===== src/rtl/bram_capture_ctrl_if.sv =====
// rtl/bram_capture_ctrl_if.sv - switch, strobe and BRAM port bundle for the capture controller
interface bram_capture_ctrl_if #(
  parameter int NB_ADDR = 11
) ();
  logic               i_start;
  logic               i_read;
  logic               i_abort;
  logic               i_sample_valid;
  logic               o_write_enable;
  logic [NB_ADDR-1:0] o_write_addr;
  logic               o_read_enable;
  logic [NB_ADDR-1:0] o_read_addr;
  logic               o_read_valid;
  logic               o_read_last;
  logic               o_full;
  logic               o_busy;
  logic [1:0]         o_state;

  // Environment side: drives switches and the sample strobe, observes the BRAM controls
  modport master (
    output i_start, i_read, i_abort, i_sample_valid,
    input  o_write_enable, o_write_addr, o_read_enable, o_read_addr,
    input  o_read_valid, o_read_last, o_full, o_busy, o_state
  );

  // Controller side
  modport slave (
    input  i_start, i_read, i_abort, i_sample_valid,
    output o_write_enable, o_write_addr, o_read_enable, o_read_addr,
    output o_read_valid, o_read_last, o_full, o_busy, o_state
  );
endinterface


===== src/rtl/bram_capture_ctrl.sv =====
// rtl/bram_capture_ctrl.sv - capture/readout sequencer for one simple dual-port BRAM buffer
module bram_capture_ctrl #(
  parameter int NB_ADDR      = 11,
  parameter int CAPTURE_LEN  = 2048,
  parameter int READ_LATENCY = 1
) (
  input  logic                  clock,
  input  logic                  i_reset,
  bram_capture_ctrl_if.slave    bus
);

  typedef enum logic [1:0] {
    IDLE    = 2'd0,
    CAPTURE = 2'd1,
    FULL    = 2'd2,
    READOUT = 2'd3
  } state_t;

  localparam logic [NB_ADDR-1:0] LAST_ADDR = NB_ADDR'(CAPTURE_LEN - 1);

  state_t                  state;
  logic [NB_ADDR-1:0]      wr_cnt;
  logic [NB_ADDR-1:0]      rd_cnt;
  logic                    full_q;
  logic                    start_d;
  logic                    read_d;
  logic                    start_p;
  logic                    read_p;
  logic [READ_LATENCY-1:0] valid_pipe;
  logic [READ_LATENCY-1:0] last_pipe;

  assign start_p = bus.i_start & ~start_d;
  assign read_p  = bus.i_read & ~read_d;

  // Switch history; reset high so a switch held through reset needs a release and re-press
  always_ff @(posedge clock or posedge i_reset) begin
    if (i_reset) begin
      start_d <= 1'b1;
      read_d  <= 1'b1;
    end else begin
      start_d <= bus.i_start;
      read_d  <= bus.i_read;
    end
  end

  // Main sequencer: abort wins over everything, start wins over read in FULL
  always_ff @(posedge clock or posedge i_reset) begin
    if (i_reset) begin
      state  <= IDLE;
      wr_cnt <= '0;
      rd_cnt <= '0;
      full_q <= 1'b0;
    end else if (bus.i_abort) begin
      state  <= IDLE;
      wr_cnt <= '0;
      rd_cnt <= '0;
      full_q <= 1'b0;
    end else begin
      case (state)
        IDLE: begin
          if (start_p) begin
            state  <= CAPTURE;
            wr_cnt <= '0;
          end
        end
        CAPTURE: begin
          if (bus.i_sample_valid) begin
            if (wr_cnt == LAST_ADDR) begin
              state  <= FULL;
              wr_cnt <= '0;
              full_q <= 1'b1;
            end else begin
              wr_cnt <= wr_cnt + 1'b1;
            end
          end
        end
        FULL: begin
          if (start_p) begin
            state  <= CAPTURE;
            wr_cnt <= '0;
            full_q <= 1'b0;
          end else if (read_p) begin
            state  <= READOUT;
            rd_cnt <= '0;
          end
        end
        READOUT: begin
          if (rd_cnt == LAST_ADDR) begin
            state  <= FULL;
            rd_cnt <= '0;
          end else begin
            rd_cnt <= rd_cnt + 1'b1;
          end
        end
        default: state <= IDLE;
      endcase
    end
  end

  // Read-side delay line matching the BRAM latency; flushed by abort
  always_ff @(posedge clock or posedge i_reset) begin
    if (i_reset) begin
      valid_pipe <= '0;
      last_pipe  <= '0;
    end else if (bus.i_abort) begin
      valid_pipe <= '0;
      last_pipe  <= '0;
    end else begin
      valid_pipe[0] <= (state == READOUT);
      last_pipe[0]  <= (state == READOUT) && (rd_cnt == LAST_ADDR);
      for (int i = 1; i < READ_LATENCY; i++) begin
        valid_pipe[i] <= valid_pipe[i-1];
        last_pipe[i]  <= last_pipe[i-1];
      end
    end
  end

  assign bus.o_write_enable = (state == CAPTURE) & bus.i_sample_valid;
  assign bus.o_write_addr   = wr_cnt;
  assign bus.o_read_enable  = (state == READOUT);
  assign bus.o_read_addr    = rd_cnt;
  assign bus.o_read_valid   = valid_pipe[READ_LATENCY-1];
  assign bus.o_read_last    = last_pipe[READ_LATENCY-1];
  assign bus.o_full         = full_q;
  assign bus.o_busy         = (state == CAPTURE) | (state == READOUT);
  assign bus.o_state        = state;

endmodule


===== src/flat_wrapper.sv =====
// flat-port wrapper written by rule: the top's interface ports become plain ports
module bram_capture_ctrl_flat 
#(
  parameter int NB_ADDR      = 11,
  parameter int CAPTURE_LEN  = 2048,
  parameter int READ_LATENCY = 1
)
  (clock, i_reset, bus_i_start, bus_i_read, bus_i_abort, bus_i_sample_valid, bus_o_write_enable, bus_o_write_addr, bus_o_read_enable, bus_o_read_addr, bus_o_read_valid, bus_o_read_last, bus_o_full, bus_o_busy, bus_o_state);
  bram_capture_ctrl_if #(.NB_ADDR(NB_ADDR)) bus_i ();
  input  logic clock;
  input  logic i_reset;
  input wire logic [$bits(bus_i.i_start)-1:0] bus_i_start;
  input wire logic [$bits(bus_i.i_read)-1:0] bus_i_read;
  input wire logic [$bits(bus_i.i_abort)-1:0] bus_i_abort;
  input wire logic [$bits(bus_i.i_sample_valid)-1:0] bus_i_sample_valid;
  output wire logic [$bits(bus_i.o_write_enable)-1:0] bus_o_write_enable;
  output wire logic [$bits(bus_i.o_write_addr)-1:0] bus_o_write_addr;
  output wire logic [$bits(bus_i.o_read_enable)-1:0] bus_o_read_enable;
  output wire logic [$bits(bus_i.o_read_addr)-1:0] bus_o_read_addr;
  output wire logic [$bits(bus_i.o_read_valid)-1:0] bus_o_read_valid;
  output wire logic [$bits(bus_i.o_read_last)-1:0] bus_o_read_last;
  output wire logic [$bits(bus_i.o_full)-1:0] bus_o_full;
  output wire logic [$bits(bus_i.o_busy)-1:0] bus_o_busy;
  output wire logic [$bits(bus_i.o_state)-1:0] bus_o_state;
  assign bus_i.i_start = bus_i_start;
  assign bus_i.i_read = bus_i_read;
  assign bus_i.i_abort = bus_i_abort;
  assign bus_i.i_sample_valid = bus_i_sample_valid;
  assign bus_o_write_enable = bus_i.o_write_enable;
  assign bus_o_write_addr = bus_i.o_write_addr;
  assign bus_o_read_enable = bus_i.o_read_enable;
  assign bus_o_read_addr = bus_i.o_read_addr;
  assign bus_o_read_valid = bus_i.o_read_valid;
  assign bus_o_read_last = bus_i.o_read_last;
  assign bus_o_full = bus_i.o_full;
  assign bus_o_busy = bus_i.o_busy;
  assign bus_o_state = bus_i.o_state;
  bram_capture_ctrl #(.NB_ADDR(NB_ADDR), .CAPTURE_LEN(CAPTURE_LEN), .READ_LATENCY(READ_LATENCY)) u_core (.clock(clock), .i_reset(i_reset), .bus(bus_i));
endmodule

===== config.mk =====
export PLATFORM = sky130hd
export DESIGN_NAME = bram_capture_ctrl_flat
export DESIGN_NICKNAME = d
export VERILOG_FILES = /design/src/rtl/bram_capture_ctrl_if.sv /design/src/rtl/bram_capture_ctrl.sv /design/src/flat_wrapper.sv
export SDC_FILE = /design/constraint.sdc
export NUM_CORES = 1
export LEC_CHECK = 0
export ABC_AREA = 1
export CAP_MARGIN = 20
export CORE_MARGIN = 2
export CORE_UTILIZATION = 57
export CTS_BUF_LIST = sky130_fd_sc_hd__clkbuf_2 sky130_fd_sc_hd__clkbuf_4 sky130_fd_sc_hd__clkbuf_8
export DETAILED_ROUTE_END_ITERATION = 7
export PLACE_DENSITY = 0.88
export SYNTH_ARGS = -nofsm -noshare
export SYNTH_HDL_FRONTEND = slang
export SYNTH_SLANG_ARGS = --single-unit

===== constraint.sdc =====
create_clock -name clock -period 2.2 [get_ports clock]
set_input_delay 0.44 -clock clock [delete_from_list [all_inputs] [get_ports clock]]
set_output_delay 0.44 -clock clock [all_outputs]
set_load 0.01 [all_outputs]

Word level (Yosys, flattened, before mapping):

Index checks and enable logic that the tools add are counted.

* bitwise gates (word level): 6
* reduce and logical (&&, ||, !) cells: 10
* equality and inequality tests: 14
* muxes and demuxes: 25
* $add $sub $neg: 2

Operators by type and width (number)
* 2-to-1 mux 11 bit: 8
* case mux 11 bit (2 select lines): 2
* adder 11 x 1 -> 11 bit, second input constant: 2
* == test 11 bit, second input constant: 2
* != test 3 x 2 -> 1 bit, second input constant: 5
* 2-to-1 mux 2 bit: 7
* nonzero test 3 bit: 3
* case mux 2 bit (4 select lines): 1
* 2-to-1 mux 1 bit: 6
* != test 3 bit, second input constant: 2
* AND reduction 3 bit: 2
* AND reduction 5 bit: 1
* == test 2 bit, second input constant: 2
* != test 4 x 2 -> 1 bit, second input constant: 1
* AND reduction 4 bit: 1
* bitwise AND 1 bit: 3
* != test 3 x 1 -> 1 bit, second input constant: 1
* == test 2 x 1 -> 1 bit, second input constant: 1
* zero test 2 bit: 1
* inverter 1 bit: 2
* case mux 1 bit (2 select lines): 1
* OR reduction 2 bit: 1
* logical AND 1 bit: 1
* OR 1 bit: 1

* output and inout bits: 30
* word-level logic and storage cells: 65
* register bits after elaboration: 29
* input bits: 6

Logic depth before layout (Yosys ltp):

Gate-level depths: netlist of the first run.

* depth in word-level cells: 6
* gate-level depth with buffers: 9
* gate-level depth less buffers: 9

Worst setup path after synthesis of the first run:

No wires, ideal clock.

* path kind: reg-to-reg
* start point: register u_core.rd_cnt[0] (netlist: u_core.bus.o_read_addr[0])
* end point: register u_core.state[0] (netlist: u_core.bus.o_state[0])
* data arrival time: 1.337 ns
* required time: 2.082 ns
* period minus slack after synthesis: 1.456 ns
* buffers on the path: 0
* cell stages (with the launch flop): 9
* slack: 0.744 ns
* library setup time: 0.118 ns
* cells stage by stage: dfrtp_1 -> ha_1 -> inv_1 -> nor2_2 -> nand3_2 -> nand2_2 -> nand3_2 -> nand2_1 -> nand2_1

* cells in the longest elaborated chain, start to end: 3

RTL lines
* from (decl): line bram_capture_ctrl.sv:23 `logic [NB_ADDR-1:0] rd_cnt;`
* from (signal assigned): line bram_capture_ctrl.sv:92 `rd_cnt <= rd_cnt + 1'b1;`
* == test 11 bit: line bram_capture_ctrl.sv:88 `if (rd_cnt == LAST_ADDR) begin`
* != test 3 x 2 -> 1 bit (no line)
* AND reduction 5 bit (no line)
* to (signal assigned): line bram_capture_ctrl.sv:83 `state <= READOUT;`
* to (signal assigned): line bram_capture_ctrl.sv:89 `state <= FULL;`
* to (signal assigned): line bram_capture_ctrl.sv:95 `default: state <= IDLE;`
* to (decl): line bram_capture_ctrl.sv:21 `state_t state;`

No other way between the ends.
A chain may end at the register's enable or synchronous reset.

Final worst setup path of the first run:

* start point: register u_core.state[1] (netlist: u_core.bus.o_state[1])
* end point: output port bus_o_write_enable

* cells in the longest elaborated chain, start to end: 2

RTL lines
* from (signal assigned): line bram_capture_ctrl.sv:49 `state <= IDLE;`
* from (signal assigned): line bram_capture_ctrl.sv:54 `state <= IDLE;`
* from (signal assigned): line bram_capture_ctrl.sv:62 `state <= CAPTURE;`
* == test 2 x 1 -> 1 bit: line bram_capture_ctrl.sv:118 `assign bus.o_write_enable = (state == CAPTURE) & bus.i_sample_valid;`
* bitwise AND 1 bit: line bram_capture_ctrl.sv:118
* to (decl): line flat_wrapper.sv:16 `output wire logic [$bits(bus_i.o_write_enable)-1:0] bus_o_write_enable;`

No other way between the ends.

==> results of run 1 <==
==> layer usage <==
metal	global-route usage (%)	vias to the layer above	wire length (um)
li1	-	851	-
met1	31.7	748	1710
met2	38.6	54	1860
met3	6.55	10	203
met4	10.1	0	91
met5	0	-	0
==> worst reg2reg max path, delay by kind of cell (launching register included) <==
kind / cells / cell delay [ns]
and+or+nand+nor: 6 / 0.80
buffers and inverters: 1 / 0.08
DFF: 1 / 0.42
adders and majority gates: 1 / 0.24
==> per-stage QoR <==
step	util (%)	area, um2	hold slack, ns
4_1_cts	73.2	2180	0.472
2_1_floorplan	-	1740	0.444
5_1_grt	73.7	2190	0.481
6_report	73.7	2190	0.454
3_5_place_dp	71.3	2120	0.469
3_3_place_gp	71.3	2120	0.462
==> timing repair <==
item / 4_1_cts / 5_1_grt
setup endpoints to repair: 0 / 2
hold endpoints to repair: 0 / 0
buffers inserted: 0 / 2
gates resized for setup: 0 / 1
==> final cells by class <==
cell class | instances | area share, %
multi-input cells | 169 | 37.6
flip-flops and latches | 29 | 33.2
repair buffers | 40 | 17.7
inverters | 40 | 7.07
clock buffers | 6 | 2.05
well taps | 33 | 1.88
clock inverters | 2 | 0.456
==> kinds of logic after synthesis <==
family                   after synthesis  share of synthesized area [%]
AO/OA/AOI/OAI                         19                           6.75
adder cells (fa/ha/maj)                2                           1.44
buffers and inverters                 44                           10.8
flip-flops                            29                           41.8
AND/OR/NAND/NOR                      148                           39.2
==> flip-flops by register name, indices dropped and copies added (netlist names) <==
register and flops:
u_core.bus.o_read_valid 1, u_core.start_d 1, u_core.bus.o_write_addr 11, u_core.bus.o_read_last 1, u_core.bus.o_full 1, u_core.bus.o_read_addr 11, u_core.bus.o_state 2, u_core.read_d 1
==> layout by cell type (no fill, tap or decap) <==
cell / Yosys / final
sky130_fd_sc_hd__nand3_1: 16 / 16
sky130_fd_sc_hd__clkbuf_4: 0 / 6
sky130_fd_sc_hd__clkinv_1: 1 / 1
sky130_fd_sc_hd__nand2_4: 2 / 2
sky130_fd_sc_hd__o21ai_4: 1 / 1
sky130_fd_sc_hd__dfrtp_1: 27 / 26
sky130_fd_sc_hd__nand4_1: 13 / 13
sky130_fd_sc_hd__nor3_1: 2 / 2
sky130_fd_sc_hd__clkinv_2: 0 / 2
sky130_fd_sc_hd__nor2_2: 4 / 4
sky130_fd_sc_hd__o21ai_2: 1 / 1
sky130_fd_sc_hd__a21oi_2: 1 / 1
sky130_fd_sc_hd__nand3b_1: 1 / 1
sky130_fd_sc_hd__o21ai_1: 1 / 1
sky130_fd_sc_hd__dfrtp_2: 0 / 1
sky130_fd_sc_hd__clkdlybuf4s50_1: 0 / 35
sky130_fd_sc_hd__a31o_2: 1 / 1
sky130_fd_sc_hd__dfstp_2: 2 / 2
sky130_fd_sc_hd__inv_6: 1 / 1
sky130_fd_sc_hd__nand2_2: 1 / 1
sky130_fd_sc_hd__inv_2: 3 / 3
sky130_fd_sc_hd__nor2_1: 37 / 37
sky130_fd_sc_hd__inv_1: 35 / 35
sky130_fd_sc_hd__or2_1: 1 / 1
sky130_fd_sc_hd__buf_4: 1 / 5
sky130_fd_sc_hd__nor2_4: 1 / 1
sky130_fd_sc_hd__ha_1: 2 / 2
sky130_fd_sc_hd__a21oi_1: 4 / 4
sky130_fd_sc_hd__nand3_2: 2 / 2
sky130_fd_sc_hd__or2_2: 1 / 1
sky130_fd_sc_hd__o21ai_0: 10 / 10
sky130_fd_sc_hd__nand2_1: 66 / 66
sky130_fd_sc_hd__nand2_8: 1 / 1
==> worst max-delay path by stage <==
stage,from,endpoint,cells past startpoint
finish,u_core.bus.o_state[1]$_DFFE_PP0P_,bus_o_write_enable,4
CTS,u_core.bus.o_state[1]$_DFFE_PP0P_,bus_o_write_enable,4
floorplan,u_core.bus.o_read_addr[0]$_DFFE_PP0P_,u_core.bus.o_state[0]$_DFFE_PP0P_,8
global route,u_core.bus.o_state[1]$_DFFE_PP0P_,bus_o_write_enable,4
detailed placement,bus_i_sample_valid,bus_o_write_enable,4
global placement,bus_i_sample_valid,bus_o_write_enable,4
==> power breakdown <==
part	total, uW	switching (uW)	internal (uW)
clock network	323	189	134
registers	636	57.5	578
logic	591	340	251
total	1550	587	962
==> results.txt, run 1 <==
* Result of the run: finished clean
- Leakage: 0.00102 uW
* RSZ-0062 raised after global routing: no
* Die H: 59.3 um
- Post-synth net total: 250
- Starting utilization of the core area: 58.5%
- The clock passes through at most 2 buffers.
* List of cells traversed by the critical path: inv_1 > nand2_1 > nor2_1 > clkdlybuf4s50_1
- Register area share after synthesis: a little over two fifths
* Routability congestion estimate from global placement: between 0.8 and 0.9
- Critical register-to-register path endpoint: u_core.bus.o_state[0]$_DFFE_PP0P_
* Leading cell types by count after synthesis: sky130_fd_sc_hd__nand2_1, sky130_fd_sc_hd__nor2_1, sky130_fd_sc_hd__inv_1, sky130_fd_sc_hd__dfrtp_1, sky130_fd_sc_hd__nand3_1
* Die outline width: 59.3 um
* CP Launch Type: register
* Setup Slack @ Placement: approximately 0.12 ns
- Dividing total power by cell area gives a power density of roughly 710 nW/um2.
- Top cells by area in the synthesized netlist: sky130_fd_sc_hd__dfrtp_1, sky130_fd_sc_hd__nand2_1, sky130_fd_sc_hd__nor2_1, sky130_fd_sc_hd__inv_1, sky130_fd_sc_hd__nand4_1
- TritonCTS built the clock tree.
- # rows: 20
- The first global-routing pass estimated approximately 6400 um of wire.
- The number of global-route vias before repair was between 1000 and 1500.
- Area inside the core boundary: 2980 um2
- In this run the number of H-tree levels came out at 2.
- The first detailed-routing pass took 4 iterations.
* Area enclosed by the die boundary: around 3500 um2
- DRC Markers: 0
- The number of clock buffers added by TritonCTS is 5.
- Worst-skew pair later-pin latency: roughly 0.34 ns
- Most area-hungry cell type in the Yosys netlist: sky130_fd_sc_hd__dfrtp_1
* Residual antenna-violating net count after detailed routing: 0
- For this run, the top clock speed supported by timing is 482 MHz.
* Area of the multi-input gates: 826 um2
- Maximum number of pins on one net before global-route repair: 30
- The total count of max-transition violations in the final report is 0.
* Total overflow reported by the global router: 0
- After layout, the design draws a total of ~1500 uW.
* Final setup vio count: 0
* Number of enable-type register cells in the synthesized netlist: 0
- After synthesis, the netlist uses 32 different library cells.
- Post-synthesis area per instance: a little over 7 um2
- Number of instances in the synthesized netlist: around 240
* Arrival time worst endpoint: roughly 1.6 ns
- For this run, the leading register cell type out of synthesis is sky130_fd_sc_hd__dfrtp_1.
- Total clock sinks: 29
- Share of post-route cells with drive strength above 1: approximately an eighth
* Buf/Inv on CP: 2
* Initial antenna violation count: 0
- Source of the worst register-to-register timing path: u_core.bus.o_read_addr[0]$_DFFE_PP0P_
- Number of standard cells in the layout, taps in and fillers out: between 300 and 400
- Slack of the worst reg-to-reg path: approximately 0.56 ns
- Depth of the most critical reg-to-reg path: 8
* Transition time at the pin with the least slew margin: approximately 0.36 ns
- Syn. warnings: 0
- Mean number of vias per cell: between 5 and 6
* GRT Overall Usage: roughly 24%
* Hold-fix buffers at CTS: 0
- Clock-pin slew on the worst setup and hold paths: approximately 0.10 ns
- Portion of synthesized cell area occupied by the leading cell type: 38.8%
- The repair_antennas step left the layout with diodes totalling 0.
- Across the run, the number of max-cap violations was 0.
* Worst Skew: between 0.015 and 0.02 ns
* Final Hold Fails: 0
- On the worst path, the slowest cell contributes a delay of 0.53 ns.
- Number of placed cells counting well taps: about 300
- Along the worst path, the maximum fanout reaches 7.
* Rel. slew slack: around three quarters
* Routed len/inst: approximately 12 um
* Required @ worst endpoint: about 1.8 ns
- Storage cell area: 729 um2
- The wire-length estimate of the detail-placed layout is roughly 2900 um.
- Cell class contributing the biggest share of worst-path delay: buffers and inverters
* Summed negative setup slack over all endpoints: 0 ns
* Most used standard cell by instance count after synthesis: sky130_fd_sc_hd__nand2_1
- Final worst slack: about 0.12 ns
- During placement, the flow inserted port buffers numbering 35.
- Number of nets in the finished design: 293
- Count of vias placed by the detailed router: 1663
* 1st-iter DRT viols: 64
- Filler cell count: around 240
* Count of pins on the block boundary: 36
- CTS placed an instance of sky130_fd_sc_hd__clkbuf_4 at the clock tree root.
* Max rail drop VDD: 0.502 mV
* Detailed Route WL: a little under 4000 um
- Of all flip-flops after synthesis, the portion carrying an async set or reset was between 90% and 100%.
- Worst setup EP type: output pin
* Class of the tightest hold or removal check: primary input to async pin
- The synthesized netlist occupies a cell area of 1740 um2.
- Flip-flop and latch count after synthesis: 29
- Critical-path cell with the highest stage delay: sky130_fd_sc_hd__clkdlybuf4s50_1
- Area added between synthesis and finish: 26.0%
- The routed design could run at a clock period as short as a little over 2 ns.
* Final cycle utilization of the critical path: roughly 94%
- The worst setup path is of the register to output pin kind.
No activity file was read; power rests on OpenSTA's default activity.
==> run 2, diff against run 1 <==
- SLEW_MARGIN: not set -> 30
==> results of run 2 <==
The final DEF is identical to that of run 1; final timing and power are the same.
==> run 3, diff against run 2 <==
- REMOVE_ABC_BUFFERS: not set -> 1
==> run 3 against run 2 <==
Worst setup slack gained 0.0058 ns. Clock skew shrank 0.013 ns. Highest routed layer unchanged. Sequential cell count unchanged. Critical endpoint unchanged. Largest power group unchanged. Sequential power is 2% lower.
==> results.txt, run 3 (synthesis results as in run 1) <==
- Class of the tightest hold or removal check: primary input to async pin
* Depth of the most critical reg-to-reg path: 8
- Counting I/O delays and the setup requirement, the final critical path takes around 2.1 ns.
- Final setup vio count: 0
* Resize count post-CTS: 0
- The total count of max-transition violations in the final report is 0.
* Summed negative setup slack over all endpoints: 0 ns
- Maximum net fanout on the critical path: 2
* Number of nets in the finished design: 293
* Worst setup EP type: output pin
- Entering global routing, the biggest net connects 30 pins.
- The run finished with clean final reports.
- Number of setup buffers added after CTS: 0
- In this run the worst setup path begins at bus_i_sample_valid.
* Source of the worst register-to-register timing path: u_core.bus.o_read_addr[0]$_DFFE_PP0P_
- TritonCTS built the clock tree.
- The die is approximately 59 um wide.
- Die H: 59.3 um
- Leading cell type in the layout, fill and taps excluded: sky130_fd_sc_hd__nand2_1
- Critical-path cell with the highest stage delay: sky130_fd_sc_hd__clkdlybuf4s50_1
* Residual antenna-violating net count after detailed routing: 0
- Area added between synthesis and finish: 25.9%
- The first global-routing pass estimated 6230 um of wire.
- For this design the static power due to leakage is just over 0.001 uW.
- After the first detailed-routing iteration, the DRC count stood at 87.
- 0 antenna diodes ended up in the layout.
* Share of post-route cells with drive strength above 1: roughly 12%
- Max rail drop VDD: roughly 0.73 mV
- Final Total Pwr: approximately 1500 uW
- Setup repair after global routing left no endpoint under its margin.
* CTS buffer count: 5
- Total overflow reported by the global router: 0
- During placement, the flow inserted port buffers numbering 35.
- Hold-fix buffers at CTS: 0
* Final cycle utilization of the critical path: between 90 and 100%
* Clock-pin slew on the worst setup and hold paths: 0.09 ns
- The total count of hold-check failures in the final report was 0.
* Number of optimization iterations in the first detailed-route pass: 4
* CP Launch Type: primary input
- For the worst-skew pair, the clock arrives at the later sink with an insertion delay of roughly 0.32 ns.
- Count of pins on the block boundary: 36
- Minimum hold slack: about 0.48 ns
- For this block, the routed nets add up to about 3700 um of wire.
- Via count of the first global-routing pass: 1481
- The floorplan step defined a die boundary enclosing ~3500 um2.
* Transition time at the pin with the least slew margin: roughly 0.36 ns
- After legalization and detailed placement, the total HPWL measured between 2000 and 3000 um.
- # rows: 20
- The largest single stage delay on the critical path is 0.53 ns.
- Total clock sinks: 29
- Commonest cells after routing, fill and taps aside: sky130_fd_sc_hd__nand2_1, sky130_fd_sc_hd__nor2_1, sky130_fd_sc_hd__inv_1, sky130_fd_sc_hd__clkdlybuf4s50_1, sky130_fd_sc_hd__dfrtp_1
- Traced cell by cell, the critical path runs through clkdlybuf4s50_1 > inv_1 > nor2_1 > clkdlybuf4s50_1.
- The number of antenna violations at the first check in global routing was 0.
- The initial utilization of the core area, before any placement, comes to approximately three fifths.
- The H-tree was split into 2 levels.
- The critical path in this run is classified as primary input to output pin.
- GRT Overall Usage: a little under a quarter
* Max-capacitance violation count: 0
- DRC Markers: 0
* Max Root-Sink Buffers: 2
* Rel. slew slack: roughly three quarters
- Required @ worst endpoint: approximately 1.8 ns
- Area inside the core boundary: 2980 um2
- Between clock sinks in the finished design, the worst skew comes to approximately 0.0030 ns.
- Mean number of vias per cell: slightly above 5
* Routed len/inst: roughly 12 um
* Pwr dens: about 700 nW/um2
- The tree is rooted in a sky130_fd_sc_hd__clkbuf_4.
* Critical Path End: bus_o_write_enable
* Critical register-to-register path endpoint: u_core.bus.o_state[0]$_DFFE_PP0P_
- Maximum achievable frequency: between 400 and 500 MHz
- For the worst setup path, the data arrival time is roughly 1.6 ns.
- Slack of the worst reg-to-reg path: ~0.57 ns
* Routability congestion estimate from global placement: 0.886
- Counting stages on the worst path, the most repeated cell is sky130_fd_sc_hd__clkdlybuf4s50_1.
- The final route contains about 1600 vias.
run 3: final cells by class:
class | instances | area, um2
Timing Repair Buffer | 40 | 388
Tap cell | 33 | 41.3
Multi-Input combinational cell | 169 | 826
Fill cell | 243 | 785
Inverter | 40 | 155
Clock buffer | 6 | 45.0
Clock inverter | 2 | 10.0
Sequential cell | 29 | 728
run 3: power by group:
group	internal [uW]	switching, uW
Sequential	577	47.9
Combinational	243	351
Clock	134	193
Total	953	592
run 3: per-stage QoR:
stage / instances / util (%) / worst slack [ns] / instance area, um2
after CTS: 319 / 73.7 / 0.120 / 2190
after detailed placement: 311 / 71.8 / 0.127 / 2140
after global routing: 319 / 73.7 / 0.0618 / 2190
after floorplan: 238 / - / 0.631 / 1710
final: 319 / 73.7 / 0.130 / 2190
after global placement: 311 / 71.8 / 0.136 / 2140
run 3: worst min path at each step:
stage	startpoint	end	slack, ns
final	i_reset	u_core.bus.o_write_addr[6]$_DFFE_PP0P_	0.48
after global routing	i_reset	u_core.bus.o_write_addr[6]$_DFFE_PP0P_	0.50
after CTS	i_reset	u_core.bus.o_write_addr[10]$_DFFE_PP0P_	0.49
after detailed placement	u_core.bus.o_full$_DFFE_PP0P_	u_core.bus.o_full$_DFFE_PP0P_	0.46
after global placement	u_core.bus.o_full$_DFFE_PP0P_	u_core.bus.o_full$_DFFE_PP0P_	0.46
after floorplan	bus_i_read	u_core.read_d$_DFF_PP1_	0.44
run 3: worst max-delay path: cells and delay by family:
kind,cells,cell delay (ns)
buffers and inverters,3,1.09
AND/OR/NAND/NOR,1,0.10
run 3: metal layers:
metal / part of all wire, % / vias up / GRT usage, %
met5: 0 / - / 0
met4: 0.98 / 0 / 11.0
met3: 4.8 / 5 / 4.59
met2: 48 / 40 / 37.7
met1: 46 / 735 / 30.2
li1: - / 843 / -
